$ cat config.mk
export PLATFORM = sky130hd
export DESIGN_NAME = sync_fifo
export DESIGN_NICKNAME = d
export VERILOG_FILES = /design/src/rtl/sync_fifo.sv
export SDC_FILE = /design/constraint.sdc
export NUM_CORES = 1
export LEC_CHECK = 0
export CORE_ASPECT_RATIO = 0.6
export CORE_MARGIN = 4
export CORE_UTILIZATION = 57
export CTS_CLUSTER_SIZE = 25
export DETAILED_ROUTE_END_ITERATION = 7
export DONT_BUFFER_PORTS = 1
export GPL_TIMING_DRIVEN = 0
export PLACE_DENSITY = 0.79
export SYNTH_ARGS = -nofsm -noshare
export SYNTH_HDL_FRONTEND = slang
export SYNTH_SLANG_ARGS = --single-unit
$ cat constraint.sdc
create_clock -name clk -period 2.5 [get_ports clk]
set_input_delay 0.5 -clock clk [delete_from_list [all_inputs] [get_ports clk]]
set_output_delay 0.5 -clock clk [all_outputs]
set_load 0.05 [all_outputs]
$ cat src/rtl/sync_fifo.sv
// Single-clock byte FIFO with registered read data.
// Status flags are decoded from a registered occupancy count, so they never
// depend combinationally on the r/w strobes.
module sync_fifo #(
  parameter int unsigned DATA_WIDTH = 8,
  parameter int unsigned ADDR_WIDTH = 4
) (
  input  logic                  clk,
  input  logic                  reset,
  input  logic                  r,
  input  logic                  w,
  input  logic [DATA_WIDTH-1:0] din,
  output logic                  is_empty,
  output logic                  is_full,
  output logic [DATA_WIDTH-1:0] dout
);

  localparam logic [ADDR_WIDTH:0] FULL_COUNT = {1'b1, {ADDR_WIDTH{1'b0}}};

  logic [DATA_WIDTH-1:0] mem [0:(1 << ADDR_WIDTH)-1];
  logic [ADDR_WIDTH-1:0] wptr;
  logic [ADDR_WIDTH-1:0] rptr;
  logic [ADDR_WIDTH:0]   count;

  logic do_read;
  logic do_write;

  // Accept decisions: a full FIFO still takes a write when a read frees a slot
  // in the same cycle; an empty FIFO never reads, even if a write arrives.
  always_comb begin
    do_read  = r && !is_empty;
    do_write = w && (!is_full || do_read);
  end

  // Flags decoded from the registered count.
  always_comb begin
    is_empty = (count == '0);
    is_full  = (count == FULL_COUNT);
  end

  // Storage array; contents are not reset.
  always_ff @(posedge clk) begin
    if (reset && do_write) begin
      mem[wptr] <= din;
    end
  end

  // Pointers, occupancy count and registered read data.
  always_ff @(posedge clk) begin
    if (!reset) begin
      wptr  <= '0;
      rptr  <= '0;
      count <= '0;
      dout  <= '0;
    end else begin
      if (do_write) begin
        wptr <= wptr + 1'b1;
      end
      if (do_read) begin
        rptr <= rptr + 1'b1;
        dout <= mem[rptr];
      end
      case ({do_write, do_read})
        2'b10:   count <= count + 1'b1;
        2'b01:   count <= count - 1'b1;
        default: count <= count;
      endcase
    end
  end

endmodule

==> run summary, run 1 <==
Slew headroom: 24.8%
Final Hold Viols: 0
first drt pass iteration count: 5
num ports: 22
clock sink total: 149
Worst VDD drop: 0.719 mV
status: finished clean
Crit Path Max Fanout: 8
Initial DRC Count: 339
via total after detailed routing: 3421
met2 Track Usage GR: 37.4%
most crowded layer after global routing: met2
IO Port Bufs: 0
crit path DAT: 1940 ps
Final Core Density: 68.7%
design area: 6930 um^2
Root Driver: clkbuf_16
GPL Wtd Cong: 0.817
# diodes: 0
Clock Path Buffers: 2
kind of critical path: reg -> out
largest net degree at the start of global routing: 17
H-tree depth: 4
Clock Latency Late Sink: 410 ps
grt met1 use: 30.7%
wire per inst: 25.5 um
power density over cell area: 1050 nW/um^2
Die Span Y: 87.7 um
hpwl dp: 8970 um
Req. time, crit path: 2000 ps
Post-Place Cell Area: 6200 um^2
fin. max-slew vios: 0
leakage: 0.00221 uW
initial core utilization: 59.8%
clk slew on worst S/H paths: 60 ps
cts-stage hold buffer count: 0
crit end category: output port
GR Overflow Total: 0
syn_nets: 391
final setup violation count: 0
Final Net Count: 414
initial antenna violation count: 0
Synth Register Bits: 149
Mapped Cells: 370
Setup WS post-layout: 56.0 ps
Syn Area/Cell: 16.3 um^2
die area: 12300 um^2
hold crit path type: in -> reg
drt via density: 6.32
CTS buffer count: 17
CTS tree: done
worst slew pin tran: 1120 ps
share of cells above drive strength 1: 18.0%
Final Cycle Share: 97.8%
met3 usage in global routing: 9.82%
Distinct cells, synth: 44
GRT Util Overall: 23.6%
Setup Skew: 9.03 ps
drt drc: 0
post-synthesis sequential area ratio: 70.7%
Yosys warnings: 0
number of global-route vias before repair: 3479
Worst Setup Start Kind: register
cell row count: 28
Core Box Area: 10100 um^2
Area Growth Syn to Fin: 15.0%
routed wire length: 13800 um
Die W: 141 um
fmax: 409 MHz
min Tclk post-route: 2440 ps
Place WS: -411 ps
max cap viols: 0
final antenna-violating net count: 0
Mapped Area: 6030 um^2
first-pass GRT wire length: 20500 um
## cell usage in the layout, fill, tap and decap left out, drive strengths merged, types with 4 or more instances in the layout
master	n
a22oi	8
mux2i	40
nor2	25
mux4	16
nand3	4
ha	8
nor3	8
dfxtp	21
o22ai	16
o21ai	10
buf	14
nand2b	8
edfxtp	128
clkinv	4
clkbuf	26
bufinv	5
inv	7
a21oi	11
nand2	12
clkinvlp	5
## flip-flops by register name, summed over array words and instances, names as in the netlist
signal  cells
rptr        4
dout        8
wptr        4
count       5
mem       128
## path summary, 6_finish.rpt
kind	start	to	slack (ps)	cells past startpoint
hold / removal	din[4]	mem[4][4]	180	0
hold reg to reg	wptr[3]	wptr[3]	540	2
setup reg to reg	count[3]	count[4]	100	9
setup / recovery	count[0]	is_full	60	3
## report_power, final
part	internal, uW	total (uW)	leakage, uW	switching, uW
combinational	555	1340	0.000585	788
sequential	2830	3200	0.00133	362
clock	1770	2750	0.000297	983
## Yosys cell counts (all sizes together)
cell / instances / share of area, %
o31a: 1 / 0.29
and3: 1 / 0.10
nor3: 8 / 0.66
nand2: 12 / 0.75
nand3: 4 / 0.33
nand2b: 8 / 0.83
mux2: 1 / 0.19
nor2: 25 / 1.7
inv: 8 / 0.50
a31oi: 2 / 0.21
edfxtp: 128 / 64
or4: 1 / 0.12
buf: 10 / 0.91
xor2: 2 / 0.29
nor2b: 2 / 0.21
clkbuf: 7 / 0.44
mux4: 16 / 6.0
o22ai: 16 / 1.7
a2bb2oi: 1 / 0.25
o311ai: 1 / 0.44
xnor2: 2 / 0.29
a21o: 1 / 0.12
nand3b: 2 / 0.25
or3b: 1 / 0.15
o21ai: 10 / 0.83
a211o: 1 / 0.15
a22oi: 8 / 1.0
or3: 2 / 0.21
ha: 8 / 1.7
nand4: 2 / 0.21
dfxtp: 21 / 7.0
nor4: 1 / 0.10
mux2i: 40 / 6.6
fa: 1 / 0.33
a221oi: 1 / 0.15
or2: 2 / 0.21
o211ai: 1 / 0.12
a21boi: 1 / 0.12
a21oi: 11 / 0.91
## repair_timing
item	CTS	global route
gates resized for setup	7	7
setup buffers	0	4
pin swaps	0	2
setup endpoints to repair	2	1
## area by class of cell
type / count / area (um^2)
Clock inverter: 13 / 206
Multi-Input combinational cell: 196 / 1710
Tap cell: 135 / 169
Sequential cell: 149 / 4270
Timing Repair Buffer: 4 / 30.0
Fill cell: 650 / 3160
Inverter: 8 / 33.8
Buffer: 17 / 81.3
Clock buffer: 19 / 433
## layer usage
metal	vias to the layer above	wire length, um
met3	22	1610
met2	180	6520
met5	-	0
met4	0	187
li1	1496	-
met1	1723	5470
## kinds of logic after synthesis
family	share of synthesized area [%]
adder cells (fa/ha/maj)	1.99
flip-flops	70.7
buffers and inverters	1.85
AO/OA/AOI/OAI	6.25
multiplexers	12.8
XOR/XNOR	0.581
AND/OR/NAND/NOR	5.81
## metrics by stage
| step | cells | total power, uW | setup TNS [ps] | hold slack (ps) |
|---|---|---|---|---|
| after floorplan | 370 | 4110 | 0 | 463 |
| after global placement | 505 | 4360 | -252 | 485 |
| after detailed placement | 505 | 4430 | -411 | 502 |
| after CTS | 537 | 7210 | -11.0 | 164 |
| after global routing | 541 | 7570 | -38.1 | 157 |
| final | 541 | 7290 | 0 | 179 |
## worst max-delay path, cell delays in order, from the launching register on
cell and delay, ps:
dfxtp_1 370, or4_1 560, buf_6 170, nor2_2 440
No activity file was read; power rests on OpenSTA's default activity.
==> run 2: changes to the inputs <==
Settings changed: SLEW_MARGIN set to 20.
==> results of run 2 <==
Same layout as run 1: the final DEF is identical, and so are final timing and power.
==> run 3: changes to the inputs <==
Settings changed: CELL_PAD_IN_SITES_DETAIL_PLACEMENT set to 1, CELL_PAD_IN_SITES_GLOBAL_PLACEMENT set to 2, CORE_MARGIN 4 to unset, CORE_UTILIZATION 57 to 43.
==> run 3 against run 2 <==
Flip-flop and latch count is the same. Total power is 2.8% lower. Global-route usage is 2.0 points lower. Setup slack improved by 39 ps. Worst hold slack worse by 23 ps. Register-to-register slack about the same.
==> run summary, run 3 (synthesis results as in run 1) <==
Die W: 155 um
Worst Setup Start Kind: register
Root Driver: clkbuf_16
GRT Util Overall: 21.6%
status: finished clean
final setup violation count: 0
Final Cycle Share: 96.2%
total power: 7080 uW
leakage: 0.00217 uW
num ports: 22
cell row count: 33
Clock Latency Late Sink: 440 ps
Crit Path Max Fanout: 6
number of global-route vias before repair: 3429
Area Growth Syn to Fin: 15.2%
Post-Layout Cell Count: 597
Core Box Area: 13700 um^2
Initial DRC Count: 297
min Tclk post-route: 2400 ps
CTS tree: done
wire per inst: 23.9 um
Worst Hold Path Cells: 0
hpwl dp: 9440 um
register area: 4270 um^2
Slew headroom: 40.6%
leading cell type in the layout, fill and taps excluded: edfxtp_1
# diodes: 0
GR Overflow Total: 0
first-pass GRT wire length: 21400 um
Clock Path Buffers: 2
die area: 14500 um^2
largest net degree at the start of global routing: 17
initial core utilization: 44.1%
power density over cell area: 1020 nW/um^2
leading cell types in the layout, fill and taps excluded: edfxtp_1, mux2i_1, nor2_1
Req. time, crit path: 2830 ps
fin. max-slew vios: 0
final antenna-violating net count: 0
worst r2r path cells: 8
Largest register FFs: 128
clk slew on worst S/H paths: 70 ps
Post-Place Cell Area: 6270 um^2
multi-input combinational cell area: 1700 um^2
Placed Cells incl. Taps: 562
CTS buffer count: 17
kind of critical path: reg -> reg
Setup Skew: 23.2 ps
drt drc: 0
Most flops, register: mem
fmax: 416 MHz
Top Registers: mem: 128 flops, dout: 8 flops, count: 5 flops
Final Hold Viols: 0
H-tree depth: 4
Worst VDD drop: 0.463 mV
Place WS: -371 ps
GPL Wtd Cong: 0.750
crit path DAT: 2740 ps
worst slew pin tran: 887 ps
hold crit path type: in -> reg
via total after detailed routing: 3285
routed wire length: 14300 um
FILL cells: 1291
first drt pass iteration count: 5
max cap viols: 0
IO Port Bufs: 0
hold slack: 155 ps
design area: 6950 um^2
share of cells above drive strength 1: 18.0%
Die Span Y: 93.7 um
Final Net Count: 414
drt via density: 5.50
clock sink total: 149
Setup WS post-layout: 95.2 ps
crit end category: register
initial antenna violation count: 1
[run 3: cell count changes in the layout (fill, tap and decap cells not counted), sizes merged]
cell / delta
clkinvlp: +2
bufinv: -2
clkinv: -1
[run 3: worst paths after layout]
| path | end | startpoint | slack, ps |
|---|---|---|---|
| worst max-delay path | count[4] | count[4] | 100 |
| worst min-delay path | mem[1][6] | din[6] | 160 |
| worst max register to register | count[4] | count[4] | 100 |
| worst min register to register | count[0] | count[0] | 510 |
[run 3: stage by stage]
step | TNS [ps] | util [%]
final | 0 | 50.8
after global routing | -22.0 | 50.8
after CTS | 0 | 50.4
after detailed placement | -371 | 45.9
after global placement | -258 | 45.9
after floorplan | 0 | -
[run 3: worst max-delay path: stages (launching register included)]
cell and delay, ps:
dfxtp_4 400, clkinvlp_4 130, a21boi_1 180, nand2b_1 120, fa_1 420, nand2b_1 220
a21oi_4 200, mux2_2 350, a221oi_1 270
[run 3: report_power, final]
part | internal [uW] | switching, uW
sequential | 2840 | 354
clock | 1560 | 1000
combinational | 549 | 782
total | 4950 | 2140
[run 3: final cells by class]
class                   count  share of cell area, %
flip-flops and latches    149                   61.5
inverters                   8                  0.486
repair buffers              4                  0.432
multi-input cells         196                   24.5
plain buffers              17                   1.17
well taps                 192                   3.46
clock inverters            12                   2.27
clock buffers              19                   6.23
[run 3: what timing repair did]
action / 4_1_cts / 5_1_grt
buffers inserted: 0 / 4
setup endpoints to repair: 2 / 2
resized for setup: 7 / 7
pin swaps: 0 / 2
hold endpoints to repair: 0 / 0
hold buffers: 0 / 0
[run 3: metal layers]
| layer | vias up | GRT usage, % | share of wire (%) |
|---|---|---|---|
| met5 | - | 0 | 0 |
| met4 | 0 | 7.26 | 0.19 |
| met3 | 4 | 6.32 | 7.2 |
| met2 | 78 | 32.2 | 46 |
| met1 | 1709 | 30.5 | 47 |
| li1 | 1494 | - | - |
